## config.mk

```make
export PLATFORM = sky130hd
export DESIGN_NAME = scope_capture_ctrl_flat
export DESIGN_NICKNAME = d
export VERILOG_FILES = /design/src/rtl/scope_pkg.sv /design/src/rtl/scope_capture_ctrl_if.sv /design/src/rtl/scope_trig_detect.sv /design/src/rtl/scope_capture_ctrl.sv /design/src/flat_wrapper.sv
export SDC_FILE = /design/constraint.sdc
export NUM_CORES = 1
export LEC_CHECK = 0
export ABC_AREA = 1
export BUFFER_PORTS_ARGS = -buffer_cell sky130_fd_sc_hd__buf_2
export CAP_MARGIN = 20
export CELL_PAD_IN_SITES_DETAIL_PLACEMENT = 0
export CELL_PAD_IN_SITES_GLOBAL_PLACEMENT = 2
export CORE_MARGIN = 1
export CORE_UTILIZATION = 35
export CTS_CLUSTER_SIZE = 10
export DETAILED_ROUTE_END_ITERATION = 10
export HOLD_SLACK_MARGIN = 0.12
export MAX_ROUTING_LAYER = met4
export PLACE_DENSITY = 0.88
export SLEW_MARGIN = 20
export SYNTH_ARGS = -nofsm -noshare
export SYNTH_HDL_FRONTEND = slang
export SYNTH_SLANG_ARGS = --single-unit
```

## constraint.sdc

```tcl
create_clock -name clock -period 3 [get_ports clock]
set_input_delay 0.6 -clock clock [delete_from_list [all_inputs] [get_ports clock]]
set_output_delay 0.6 -clock clock [all_outputs]
set_load 0.02 [all_outputs]
```

## src/rtl/scope_pkg.sv

```systemverilog
// Shared definitions for the scope capture controller.
// Optional build macro: SCOPE_AUTO_TRIG_EN enables the auto-trigger timeout
// in scope_capture_ctrl.
package scope_pkg;

  // Default geometry: one sample per visible VGA column
  localparam int SAMPLE_W_DEF     = 8;
  localparam int DEPTH_DEF        = 640;
  localparam int ADDR_W_DEF       = 10;
  localparam int AUTO_TIMEOUT_DEF = 4096;

  // Capture sequencer states
  typedef enum logic [1:0] {
    ST_IDLE    = 2'd0,
    ST_ARMED   = 2'd1,
    ST_CAPTURE = 2'd2,
    ST_DONE    = 2'd3
  } scope_state_e;

  // Encoding of the trig_rising input
  localparam logic TRIG_FALLING = 1'b0;
  localparam logic TRIG_RISING  = 1'b1;

endpackage

```

## src/rtl/scope_capture_ctrl_if.sv

```systemverilog
// Signal bundle between the sample source / VGA timing side (master) and the
// capture controller (slave). Also carries the sample RAM write port and the
// sequencer state for observation.
//
// Handshake: sample_valid and vsync_pulse are one-cycle strobes with no
// back-pressure; the controller accepts a sample on every cycle sample_valid
// is high, and the buf_we write port is a one-cycle strobe per write issued
// the cycle after the sample that caused it.
interface scope_capture_ctrl_if #(
  parameter int SAMPLE_W = 8,
  parameter int ADDR_W   = 10
);

  logic                run;
  logic                sample_valid;
  logic [SAMPLE_W-1:0] sample_data;
  logic [SAMPLE_W-1:0] trig_level;
  logic                trig_rising;
  logic                vsync_pulse;
  logic                buf_we;
  logic [ADDR_W:0]     buf_waddr;
  logic [SAMPLE_W-1:0] buf_wdata;
  logic                disp_bank;
  logic                triggered;
  logic                frame_swap;
  logic [1:0]          state;

  modport master (
    output run, sample_valid, sample_data, trig_level, trig_rising, vsync_pulse,
    input  buf_we, buf_waddr, buf_wdata, disp_bank, triggered, frame_swap, state
  );

  modport slave (
    input  run, sample_valid, sample_data, trig_level, trig_rising, vsync_pulse,
    output buf_we, buf_waddr, buf_wdata, disp_bank, triggered, frame_swap, state
  );

endinterface

```

## src/rtl/scope_trig_detect.sv

```systemverilog
// Threshold-crossing detector. Remembers the previous accepted sample and
// flags, combinationally, when the current sample crosses trig_level in the
// selected direction. The first sample after a clear only primes the history.
module scope_trig_detect
  import scope_pkg::*;
#(
  parameter int SAMPLE_W = SAMPLE_W_DEF
) (
  input  logic                clock,
  input  logic                reset,
  input  logic                clear,
  input  logic                sample_valid,
  input  logic [SAMPLE_W-1:0] sample_data,
  input  logic [SAMPLE_W-1:0] trig_level,
  input  logic                trig_rising,
  output logic                hit
);

  logic [SAMPLE_W-1:0] prev;
  logic                prev_valid;
  logic                rise_x;
  logic                fall_x;

  // Sample history: cleared whenever the sequencer is not armed
  always_ff @(posedge clock or posedge reset) begin
    if (reset) begin
      prev       <= '0;
      prev_valid <= 1'b0;
    end else if (clear) begin
      prev_valid <= 1'b0;
    end else if (sample_valid) begin
      prev       <= sample_data;
      prev_valid <= 1'b1;
    end
  end

  // Crossing test on the incoming sample against the stored one
  always_comb begin
    rise_x = (prev < trig_level) && (sample_data >= trig_level);
    fall_x = (prev >= trig_level) && (sample_data < trig_level);
    hit    = 1'b0;
    if (sample_valid && prev_valid) begin
      hit = (trig_rising == TRIG_RISING) ? rise_x : fall_x;
    end
  end

endmodule

```

## src/rtl/scope_capture_ctrl.sv

```systemverilog
// Trace capture sequencer for the scope display. Arms on a threshold crossing,
// writes one DEPTH-sample trace into the back bank of a double-buffered RAM
// and swaps banks only on vsync once the trace is complete.
// Optional build macro: SCOPE_AUTO_TRIG_EN forces a trigger after
// AUTO_TIMEOUT samples in ARMED without a natural crossing.
module scope_capture_ctrl
  import scope_pkg::*;
#(
  parameter int SAMPLE_W     = SAMPLE_W_DEF,
  parameter int DEPTH        = DEPTH_DEF,
  parameter int ADDR_W       = ADDR_W_DEF,
  parameter int AUTO_TIMEOUT = AUTO_TIMEOUT_DEF
) (
  input  logic                 clock,
  input  logic                 reset,
  scope_capture_ctrl_if.slave  bus
);

  localparam logic [1:0] S_IDLE    = ST_IDLE;
  localparam logic [1:0] S_ARMED   = ST_ARMED;
  localparam logic [1:0] S_CAPTURE = ST_CAPTURE;
  localparam logic [1:0] S_DONE    = ST_DONE;

  localparam logic [ADDR_W-1:0] LAST_COL = ADDR_W'(DEPTH - 1);

  logic [1:0]        state;
  logic [1:0]        state_nxt;
  logic [ADDR_W-1:0] col;
  logic [ADDR_W-1:0] col_nxt;
  logic              wr_en;
  logic [ADDR_W-1:0] wr_col;
  logic              swap;
  logic              wbank;
  logic              samp_armed;
  logic              cross_hit;
  logic              auto_hit;
  logic              trig_fire;

  // The renderer owns disp_bank; captures always go to the other bank
  assign wbank = ~bus.disp_bank;

  // A sample is offered to the trigger logic only while armed and still running
  assign samp_armed = bus.sample_valid && (state == S_ARMED) && bus.run;

  scope_trig_detect #(
    .SAMPLE_W (SAMPLE_W)
  ) u_trig (
    .clock        (clock),
    .reset        (reset),
    .clear        (state != S_ARMED),
    .sample_valid (samp_armed),
    .sample_data  (bus.sample_data),
    .trig_level   (bus.trig_level),
    .trig_rising  (bus.trig_rising),
    .hit          (cross_hit)
  );

`ifdef SCOPE_AUTO_TRIG_EN
  localparam int TO_W = $clog2(AUTO_TIMEOUT + 1);

  logic [TO_W-1:0] to_cnt;

  // Count armed samples; cleared whenever the sequencer is outside ARMED
  always_ff @(posedge clock or posedge reset) begin
    if (reset) begin
      to_cnt <= '0;
    end else if (state != S_ARMED) begin
      to_cnt <= '0;
    end else if (samp_armed) begin
      to_cnt <= to_cnt + TO_W'(1);
    end
  end

  // The AUTO_TIMEOUT-th armed sample is taken as the trigger
  assign auto_hit = samp_armed && (to_cnt == TO_W'(AUTO_TIMEOUT - 1));
`else
  logic unused_auto_cfg;

  assign unused_auto_cfg = (AUTO_TIMEOUT != 0);
  assign auto_hit        = 1'b0;
`endif

  assign trig_fire = samp_armed && (cross_hit || auto_hit);

  // Next-state, column and write-request decode
  always_comb begin
    state_nxt = state;
    col_nxt   = col;
    wr_en     = 1'b0;
    wr_col    = '0;
    swap      = 1'b0;
    case (state)
      S_IDLE: begin
        if (bus.run) begin
          state_nxt = S_ARMED;
        end
      end
      S_ARMED: begin
        if (!bus.run) begin
          state_nxt = S_IDLE;
        end else if (trig_fire) begin
          // Triggering sample lands in column 0
          wr_en  = 1'b1;
          wr_col = '0;
          if (DEPTH == 1) begin
            state_nxt = S_DONE;
            col_nxt   = '0;
          end else begin
            state_nxt = S_CAPTURE;
            col_nxt   = ADDR_W'(1);
          end
        end
      end
      S_CAPTURE: begin
        if (!bus.run) begin
          // Abort: the partial back bank is simply never shown
          state_nxt = S_IDLE;
          col_nxt   = '0;
        end else if (bus.sample_valid) begin
          wr_en  = 1'b1;
          wr_col = col;
          if (col == LAST_COL) begin
            state_nxt = S_DONE;
            col_nxt   = '0;
          end else begin
            col_nxt = col + ADDR_W'(1);
          end
        end
      end
      S_DONE: begin
        // Samples are ignored here; a completed trace is always shown
        if (bus.vsync_pulse) begin
          swap      = 1'b1;
          state_nxt = bus.run ? S_ARMED : S_IDLE;
        end
      end
      default: begin
        state_nxt = S_IDLE;
        col_nxt   = '0;
      end
    endcase
  end

  // Sequencer state and column counter
  always_ff @(posedge clock or posedge reset) begin
    if (reset) begin
      state <= S_IDLE;
      col   <= '0;
    end else begin
      state <= state_nxt;
      col   <= col_nxt;
    end
  end

  // Registered RAM write port: one-cycle strobe, address and data held after
  always_ff @(posedge clock or posedge reset) begin
    if (reset) begin
      bus.buf_we    <= 1'b0;
      bus.buf_waddr <= '0;
      bus.buf_wdata <= '0;
    end else begin
      bus.buf_we <= wr_en;
      if (wr_en) begin
        bus.buf_waddr <= {wbank, wr_col};
        bus.buf_wdata <= bus.sample_data;
      end
    end
  end

  // Display bank flips only at a frame boundary after a complete trace
  always_ff @(posedge clock or posedge reset) begin
    if (reset) begin
      bus.disp_bank  <= 1'b0;
      bus.frame_swap <= 1'b0;
    end else begin
      bus.frame_swap <= swap;
      if (swap) begin
        bus.disp_bank <= ~bus.disp_bank;
      end
    end
  end

  assign bus.triggered = (state == S_CAPTURE) || (state == S_DONE);
  assign bus.state     = state;

endmodule

```

## src/flat_wrapper.sv

```systemverilog
// flat-port wrapper written by rule: the top's interface ports become plain ports
module scope_capture_ctrl_flat import scope_pkg::*;
#(
  parameter int SAMPLE_W     = SAMPLE_W_DEF,
  parameter int DEPTH        = DEPTH_DEF,
  parameter int ADDR_W       = ADDR_W_DEF,
  parameter int AUTO_TIMEOUT = AUTO_TIMEOUT_DEF
)
  (clock, reset, bus_run, bus_sample_valid, bus_sample_data, bus_trig_level, bus_trig_rising, bus_vsync_pulse, bus_buf_we, bus_buf_waddr, bus_buf_wdata, bus_disp_bank, bus_triggered, bus_frame_swap, bus_state);
  scope_capture_ctrl_if #(.SAMPLE_W(SAMPLE_W), .ADDR_W(ADDR_W)) bus_i ();
  input  logic clock;
  input  logic reset;
  input wire logic [$bits(bus_i.run)-1:0] bus_run;
  input wire logic [$bits(bus_i.sample_valid)-1:0] bus_sample_valid;
  input wire logic [$bits(bus_i.sample_data)-1:0] bus_sample_data;
  input wire logic [$bits(bus_i.trig_level)-1:0] bus_trig_level;
  input wire logic [$bits(bus_i.trig_rising)-1:0] bus_trig_rising;
  input wire logic [$bits(bus_i.vsync_pulse)-1:0] bus_vsync_pulse;
  output wire logic [$bits(bus_i.buf_we)-1:0] bus_buf_we;
  output wire logic [$bits(bus_i.buf_waddr)-1:0] bus_buf_waddr;
  output wire logic [$bits(bus_i.buf_wdata)-1:0] bus_buf_wdata;
  output wire logic [$bits(bus_i.disp_bank)-1:0] bus_disp_bank;
  output wire logic [$bits(bus_i.triggered)-1:0] bus_triggered;
  output wire logic [$bits(bus_i.frame_swap)-1:0] bus_frame_swap;
  output wire logic [$bits(bus_i.state)-1:0] bus_state;
  assign bus_i.run = bus_run;
  assign bus_i.sample_valid = bus_sample_valid;
  assign bus_i.sample_data = bus_sample_data;
  assign bus_i.trig_level = bus_trig_level;
  assign bus_i.trig_rising = bus_trig_rising;
  assign bus_i.vsync_pulse = bus_vsync_pulse;
  assign bus_buf_we = bus_i.buf_we;
  assign bus_buf_waddr = bus_i.buf_waddr;
  assign bus_buf_wdata = bus_i.buf_wdata;
  assign bus_disp_bank = bus_i.disp_bank;
  assign bus_triggered = bus_i.triggered;
  assign bus_frame_swap = bus_i.frame_swap;
  assign bus_state = bus_i.state;
  scope_capture_ctrl #(.SAMPLE_W(SAMPLE_W), .DEPTH(DEPTH), .ADDR_W(ADDR_W), .AUTO_TIMEOUT(AUTO_TIMEOUT)) u_core (.clock(clock), .reset(reset), .bus(bus_i));
endmodule
```

== Yosys cells after proc, flatten, opt, wreduce, memory -nomap -nowiden ==
Cells that the tools add are included.

* Flip-flop bits (word level): 43
* Output and inout port bits: 25
* Input bits: 22
* Word-level logic and storage cells: 70

* Reductions and logical operators: 13
* $lt $le $gt $ge: 4
* $add $sub $neg: 1
* Bitwise gates (word level): 2
* Eq/ne operators: 12
* Multiplexer cells: 29

{| class="wikitable"
|+ Operators with widths
! cell !! count
|-
| two-way mux 10 bit || 8
|-
| one-hot mux 10 bit (2 select lines) || 1
|-
| greater-or-equal comparator 8 bit || 2
|-
| < comparator 8 bit || 2
|-
| two-way mux 2 bit || 7
|-
| two-way mux 1 bit || 11
|-
| adder 10 x 1 -> 10 bit (second input constant) || 1
|-
| == test 10 bit (second input constant) || 1
|-
| one-hot mux 2 bit (4 select lines) || 1
|-
| logical AND 1 bit || 6
|-
| inequality test 2 bit (second input constant) || 3
|-
| inequality test 3 x 2 -> 1 bit (second input constant) || 2
|-
| AND reduction 5 bit || 1
|-
| == test 2 bit (second input constant) || 2
|-
| inequality test 2 x 1 -> 1 bit (second input constant) || 2
|-
| AND reduction 4 bit || 1
|-
| nonzero test 2 bit || 2
|-
| inequality test 3 bit (second input constant) || 1
|-
| == test 2 x 1 -> 1 bit (second input constant) || 1
|-
| zero test 2 bit || 1
|-
| NOT 1 bit || 2
|-
| one-hot mux 1 bit (2 select lines) || 1
|-
| AND reduction 2 bit || 1
|-
| logical OR 1 bit || 1
|}

== Longest topological paths before layout ==
Gate-level depths: netlist of the first run.

* Word-level depth: 9
* Gate-level depth with buffers: 17
* Mapped depth without buffers: 16

== Cells and area by module ==
Synthesis of the first run repeated with hierarchy kept, for this count alone.

* Cells, all modules: 326
* Area, all modules: 2,623.8 um^2

{| class="wikitable"
|+ By module, submodules not included
! module !! area each (um^2) !! cells an instance !! instances
|-
| scope_capture_ctrl || 1,789.2 || 222 || 1
|-
| scope_trig_detect || 834.6 || 104 || 1
|}

== Worst setup path before layout of the first run ==
No wires, ideal clock.

* Kind: input-to-reg
* Start point: in bus_trig_level[7]
* End point: reg u_core.bus.buf_waddr[0]
* Buffers on the path: 1
* Library setup time: 0.117 ns
* Setup slack: 0.979 ns
* Stages on the path: 14
* Arrival: 1.904 ns
* Data required time: 2.883 ns
* Path through: inv_1 > ha_1 > nand2_1 > nand2_1 > o21bai_1 > a21oi_1 > nand2_1 > nand2_1 > nand3_2 > nand2_1 > nand2_1 > buf_2 > nand2_1 > nand2_1

* Cells in the longest elaborated chain, start to end: 8

{| class="wikitable"
|+ Ends and longest elaborated chain
! element !! RTL line !! RTL
|-
| from (decl) || flat_wrapper.sv:16 || <nowiki>input wire logic [$bits(bus_i.trig_level)-1:0] bus_trig_level;</nowiki>
|-
| greater-or-equal comparator 8 bit (tied with other cells) || scope_trig_detect.sv:40 || <nowiki>fall_x = (prev >= trig_level) && (sample_data < trig_level);</nowiki>
|-
| logical AND 1 bit (on tied branches) || scope_trig_detect.sv:40, scope_trig_detect.sv:39 ||
|-
| two-way mux 1 bit * || scope_trig_detect.sv:43 || <nowiki>hit = (trig_rising == TRIG_RISING) ? rise_x : fall_x;</nowiki>
|-
| two-way mux 1 bit * || scope_trig_detect.sv:42 || <nowiki>if (sample_valid && prev_valid) begin</nowiki>
|-
| logical AND 1 bit * || scope_capture_ctrl.sv:83 || <nowiki>assign trig_fire = samp_armed && (cross_hit || auto_hit);</nowiki>
|-
| two-way mux 1 bit * || scope_capture_ctrl.sv:101 || <nowiki>end else if (trig_fire) begin</nowiki>
|-
| two-way mux 1 bit * || scope_capture_ctrl.sv:99 || <nowiki>if (!bus.run) begin</nowiki>
|-
| one-hot mux 1 bit (2 select lines) * || scope_capture_ctrl.sv:92 || <nowiki>case (state)</nowiki>
|-
| to (signal assigned) || scope_capture_ctrl.sv:164 || <nowiki>bus.buf_waddr <= {wbank, wr_col};</nowiki>
|-
| to (decl) || scope_capture_ctrl_if.sv:35 || <nowiki>output buf_we, buf_waddr, buf_wdata, disp_bank, triggered, frame_swap, state</nowiki>
|}

Every way passes the cells marked *; elsewhere a longest branch is shown, timed or not.
A chain may end at the register's enable or synchronous reset.

== Final worst setup path of the first run ==
* Start point: reg u_core.state[0], in the netlist u_core.bus.state[0]
* End point: reg u_core.col[4]

* Cells in the longest elaborated chain, start to end: 8

{| class="wikitable"
|+ Ends and longest elaborated chain
! element !! RTL line !! RTL
|-
| from (decl) || scope_capture_ctrl.sv:26 || <nowiki>logic [1:0] state;</nowiki>
|-
| from (signal assigned) || scope_capture_ctrl.sv:150 || <nowiki>state <= state_nxt;</nowiki>
|-
| == test 2 x 1 -> 1 bit || scope_capture_ctrl.sv:43, scope_capture_ctrl.sv:92 ||
|-
| logical AND 1 bit (2 in a row) || scope_capture_ctrl.sv:43 || <nowiki>assign samp_armed = bus.sample_valid && (state == S_ARMED) && bus.run;</nowiki>
|-
| logical AND 1 bit || scope_trig_detect.sv:42 ||
|-
| two-way mux 1 bit || scope_trig_detect.sv:42 ||
|-
| logical AND 1 bit || scope_capture_ctrl.sv:83 ||
|-
| inequality test 2 x 1 -> 1 bit (no line) || -- ||
|-
| AND reduction 4 bit (no line) || -- ||
|-
| to (signal assigned) || scope_capture_ctrl.sv:151 || <nowiki>col <= col_nxt;</nowiki>
|-
| to (decl) || scope_capture_ctrl.sv:28 || <nowiki>logic [ADDR_W-1:0] col;</nowiki>
|}

Parallel ways exist; a longest one is shown, timed or not.

==> metrics.md, run 1 <==
| Metric | Value |
|---|---|
| DR iter-0 viols | `97` |
| CTS Sinks | `43` |
| Die Height | `about 90 um` |
| I/O Pins | `47` |
| H-tree Lvls | `2` |
| CP arrival | `between 2000 and 3000 ps` |
| Worst Path Max Fanout | `11` |
| Min Tclk post-route | `about 2400 ps` |
| Post-synthesis average cell area | `7.850 sq um` |
| Vias/cell | `about 4.6` |
| Max-slew headroom | `0.4248` |
| I/O Buffers | `46` |
| Commonest non-fill, non-tap cell in the layout | `nand2_1` |
| DR DRC count | `0` |
| Startpoint types | `flip-flop` |
| Power Density | `around 670 nW/um^2` |
| CTS resizes | `0` |
| Via count | `2225` |
| Share of the synthesized area in the top cell type | `0.4080` |
| Top cells by area, synth | `dfrtp_1 41%, nand2_1 15%, ha_1 10%, nand3_1 7.6%, inv_1 5.8%` |
| Layout area overhead | `16.18%` |
| Clock transition at path regs | `around 90 ps` |
| Pin count of the biggest net entering global routing | `44` |
| Hold Crit Class | `input pin to asynchronous set/reset pin` |
| CTS tree | `done` |
| Overall Global Routing Usage | `0.1754` |
| Status | `finished, final reports clean` |
| Clock Skews | `8.882 ps` |
| Setup crit end kind | `flip-flop` |
| Period Utilization, post-route | `0.8048` |
| Measured slew at the worst slew-check pin | `between 800 and 900 ps` |
| Endpoints failing setup | `0` |
| Post-Syn Instances | `between 300 and 400` |
| CTS max path bufs | `2` |
| Reg-to-Reg Start | `u_core.bus.state[0]` |
| Grt total ovfl | `0` |
| Yosys cell types | `30` |
| Core Util, Final | `0.4225` |
| Crit path required time | `~3200 ps` |
| Die ar. | `7887 sq um` |
| Cts hold-fix bufs | `0` |
| Setup TNS | `0 ps` |
| Average wire per standard cell | `12.13 um` |
| Critical Path Source | `u_core.bus.state[0]` |
| Nets | `428` |
| Post-CTS Repair Setup Buffers | `0` |
| Synthesized area | `2638 sq um` |
| Cell accounting for the most synthesized area | `dfrtp_1` |
| FF+latch count, synth | `43` |
| Initial Util | `0.3636` |
| Initial antenna violation count | `0` |
| Vias in the first global route | `2129` |
| CTS buffer count | `5` |
| Commonest non-fill, non-tap cells in the layout | `107 x nand2_1, 46 x buf_2, 43 x dfrtp_1, 40 x inv_1, 40 x nand3_1` |
| Die W | `88.81 um` |
| Share of cells above drive strength 1 | `0.2098` |
| Post-DRT Antenna Nets | `0` |
| Peak VDD IR | `305.3 uV` |
| Row count | `31` |
| Syn_nets | `between 300 and 400` |
| Filler Cells Inserted | `794` |
| Hold slack | `around 410 ps` |
| Area of the core | `roughly 7300 sq um` |
| Routed WL | `5884 um` |
| Sequential share of the synthesized area | `0.4080` |
| Max capacitance violation total | `0` |
| Achievable Freq | `~410 MHz` |
| Final Hold Fails | `0` |
| Gpl congestion | `0.8081` |
| Root Buffer | `clkbuf_8` |
| Final HPWL DP | `around 4400 um` |
| RSZ-0062 raised after global routing | `no` |
| Ant diodes | `0` |
| Max Slew Vio Count | `0` |
| Ys Warns | `0` |
| Static Leak | `0.001702 uW` |
| First-pass GRT wire length | `10210 um` |
| 1st-pass router iterations | `4` |
| Critical path type | `flip-flop to flip-flop` |
| Clk_lat worst skew | `approximately 300 ps` |
power by group:
part           total (uW)  internal [uW]  switching, uW  leakage, uW
logic                 804            299            505      0.00110
registers             853            736            117     0.000566
clock network         385            167            218    0.0000408
metal layers:
layer	share of wire	track usage	vias to the layer above
met5	0	-	-
met4	0.010	0.03959	0
met3	0.042	0.03451	8
met2	0.45	0.2713	42
met1	0.50	0.2372	1009
li1	-	-	1166
registers in the layout, indices dropped and copies added (netlist names):
register and cells:
u_core.bus.buf_waddr 11, u_core.bus.buf_wdata 8, u_core.bus.buf_we 1, u_core.bus.disp_bank 1, u_core.bus.frame_swap 1, u_core.bus.state 2, u_core.col 10, u_core.u_trig.prev 8
u_core.u_trig.prev_valid 1
cell usage after synthesis, drive strengths merged:
library cell,count
inv,44
nand3,42
nor4,2
clkinv,1
ha,21
nor3,4
nand2,111
o211a,1
nand4,3
xor2,3
dfrtp,43
o21bai,1
mux2,7
and2,1
a21o,1
nand3b,1
a21oi,8
buf,9
o21ai,5
nor2,27
nor3b,1
kinds of logic after synthesis:
group,after synthesis,synth area share
mux,7,0.02989
flops,43,0.4080
buf+inv,54,0.08586
simple gates,192,0.3325
xor+xnor,3,0.009964
fa+ha+maj,21,0.09962
compound gates,16,0.03416
layout make-up:
class | instances | area [sq um] | share of cell area
well taps | 99 | 123.9 | 0.04042
repair buffers | 51 | 267.8 | 0.08738
clock inverters | 3 | 23.77 | 0.007758
inverters | 45 | 168.9 | 0.05512
multi-input cells | 239 | 1335 | 0.4357
flip-flops and latches | 43 | 1076 | 0.3512
clock buffers | 5 | 68.82 | 0.02246
through the flow:
step           total power, uW  cell area (sq um)  instances  setup slack, ps
2_1_floorplan             1439               2638        336            978.7
3_3_place_gp              1676               2972        477            550.8
3_5_place_dp              1675               2972        477            564.6
4_1_cts                   2074               3064        485            551.0
5_1_grt                   2233               3064        485            223.8
6_report                  2042               3064        485            585.5
worst paths after layout:
path                                      endpoint  slack, ps  cells past startpoint
min reg2reg                u_core.bus.buf_waddr[8]        470                      2
max                                  u_core.col[4]        590                      8
max in group asynchronous      u_core.bus.state[1]       2200                      3
min                        u_core.bus.buf_waddr[6]        410                      3
min in group clock         u_core.bus.buf_waddr[8]        470                      2
max reg2reg                          u_core.col[4]        590                      8
critical path, stage by stage, from the launching register on:
cell and delay, ps:
dfrtp_1 450, inv_1 90, ha_1 250, nand2_1 110, nor2_1 80, a21oi_1 680
nand2_1 450, nand2_1 150, nand2_1 50
Power figures use the tool's default switching activity.
==> inputs of run 2 (changes only) <==
CORE_UTILIZATION = 32   (was 35)
PLACE_DENSITY = 0.82   (was 0.88)
clock period = 2.3 ns   (was 3 ns; I/O delays follow)
==> metrics.md, run 2 (synthesis gave the netlist of run 1 again) <==
| Metric | Value |
|---|---|
| Status | `finished, final reports clean` |
| Vias in the first global route | `roughly 2200` |
| Die W | `92.79 um` |
| H-tree Lvls | `2` |
| Measured slew at the worst slew-check pin | `810.7 ps` |
| RSZ-0062 raised after global routing | `no` |
| Nets | `433` |
| Clock transition at path regs | `about 100 ps` |
| Setup crit end kind | `flip-flop` |
| Filler Cells Inserted | `around 850` |
| Critical path type | `flip-flop to flip-flop` |
| Post-DRT Antenna Nets | `0` |
| Layout area overhead | `18.69%` |
| Final HPWL DP | `4754 um` |
| CTS Sinks | `43` |
| Crit path required time | `roughly 2500 ps` |
| Initial antenna violation count | `0` |
| Peak VDD IR | `386.7 uV` |
| Power Density | `865.6 nW/um^2` |
| Vias/cell | `4.576` |
| CTS resizes | `0` |
| Initial Util | `0.3361` |
| Startpoint types | `flip-flop` |
| Switching portion of total power | `0.4119` |
| Seq pwr share | `0.412` |
| Hold Crit Class | `input pin to asynchronous set/reset pin` |
| Clock power share | `0.190` |
| Final worst setup slack | `322.0 ps` |
| Final Hold Fails | `0` |
| Routed WL | `roughly 6200 um` |
| DR DRC count | `0` |
| Overall Global Routing Usage | `0.1647` |
| Die Height | `between 90 and 100 um` |
| Placed insts | `485` |
| Switching power total | `1116 uW` |
| DR iter-0 viols | `83` |
| Area of the core | `7848 sq um` |
| Core Util, Final | `0.3989` |
| I/O Pins | `47` |
| Share of cells above drive strength 1 | `0.2199` |
| Min Tclk post-route | `a little under 2000 ps` |
| CP arrival | `2190 ps` |
| Clk_lat worst skew | `310 ps` |
| Max capacitance violation total | `0` |
| Pre-CTS setup slack | `68.47 ps` |
| Row count | `32` |
| Period Utilization, post-route | `0.8600` |
| Logic gate share of total power | `0.398` |
| I/O Buffers | `between 40 and 50` |
| 1st-pass router iterations | `5` |
| Grt total ovfl | `0` |
| Achievable Freq | `a little over 500 MHz` |
| CTS buffer count | `5` |
| Setup TNS | `0 ps` |
| Finished Layout Cells | `between 400 and 500` |
| Root Buffer | `clkbuf_8` |
| Average wire per standard cell | `12.63 um` |
| Largest register by flop count | `u_core.bus.buf_waddr` |
| CTS tree | `done` |
| Top flop regs | `u_core.bus.buf_waddr x11, u_core.col x10` |
| R2r setup slk | `~320 ps` |
| Max Slew Vio Count | `0` |
| Power Total | `2710 uW` |
| Max-slew headroom | `0.4562` |
| Endpoints failing setup | `0` |
| Static Leak | `approximately 0.0017 uW` |
| Max reg flops | `11` |
| Ant diodes | `0` |
| Pin count of the biggest net entering global routing | `25` |
| Gpl congestion | `between 0.8 and 0.9` |
| Die ar. | `8609 sq um` |
| Commonest non-fill, non-tap cell in the layout | `nand2_1` |
| First-pass GRT wire length | `10740 um` |
| Post-CTS Repair Setup Buffers | `0` |
| Clock Skews | `around 13 ps` |
| Commonest non-fill, non-tap cells in the layout | `107 x nand2_1, 46 x buf_2, 43 x dfrtp_1, 40 x inv_1, 40 x nand3_1` |
| P_int | `1594 uW` |
| Cts hold-fix bufs | `0` |
| Worst Path Max Fanout | `18` |
| Via count | `2256` |
| CTS max path bufs | `2` |
## run 2: changes by cell type in the layout (fill, tap and decap cells not counted)
cell    previous run  this run
buf_4              5         8
buf_12             0         2
## run 2: path summary, 6_finish.rpt
path	depth (start not counted)	startpoint	endpoint
worst max-delay path	13	u_core.u_trig.prev[5]	u_core.bus.buf_waddr[6]
min in group clock	3	bus_vsync_pulse	u_core.bus.frame_swap
worst min-delay path	2	reset	u_core.col[6]
max in group asynchronous	3	reset	u_core.u_trig.prev[1]
worst min register to register	2	u_core.bus.buf_wdata[4]	u_core.bus.buf_wdata[4]
worst max register to register	13	u_core.u_trig.prev[5]	u_core.bus.buf_waddr[6]
## run 2: final cells by class
type / count / area (sq um) / share of cell area
multi-input cells: 239 / 1335 / 0.4265
flip-flops and latches: 43 / 1076 / 0.3437
repair buffers: 56 / 330.3 / 0.1055
inverters: 45 / 168.9 / 0.05396
well taps: 102 / 127.6 / 0.04077
clock buffers: 5 / 68.82 / 0.02198
clock inverters: 3 / 23.77 / 0.007594
## run 2: power by group through the flow
stage	combinational, uW	sequential (uW)	clock (uW)
2_1_floorplan	671	1210	0
3_3_place_gp	1090	1130	0
3_5_place_dp	1090	1130	0
4_1_cts	1100	1120	537
5_1_grt	1240	1150	563
6_report	1080	1120	514
## run 2: metrics by stage
step	instance area [sq um]	hold slack, ps
final	3131	195.9
after global routing	3131	242.5
after CTS	3131	215.3
after detailed placement	3038	453.8
after global placement	3038	455.4
after floorplan	2638	453.0
## run 2: metal layers
layer | global-route usage | share of wire | vias to the layer above
li1 | - | - | 1175
met1 | 0.2144 | 0.50 | 1031
met2 | 0.2616 | 0.45 | 44
met3 | 0.03120 | 0.037 | 6
met4 | 0.04615 | 0.010 | 0
met5 | - | 0 | -
## run 2: worst max-delay path: stages, from the launching register on
cell	delay, ps
dfrtp_1	390
ha_1	290
a21oi_1	160
nor2_1	50
nor2_1	160
and2_1	150
nand2_1	50
nand2_1	70
nand3_2	90
nand2_1	90
nand2_1	110
buf_12	170
nand2_1	70
nand2_1	50
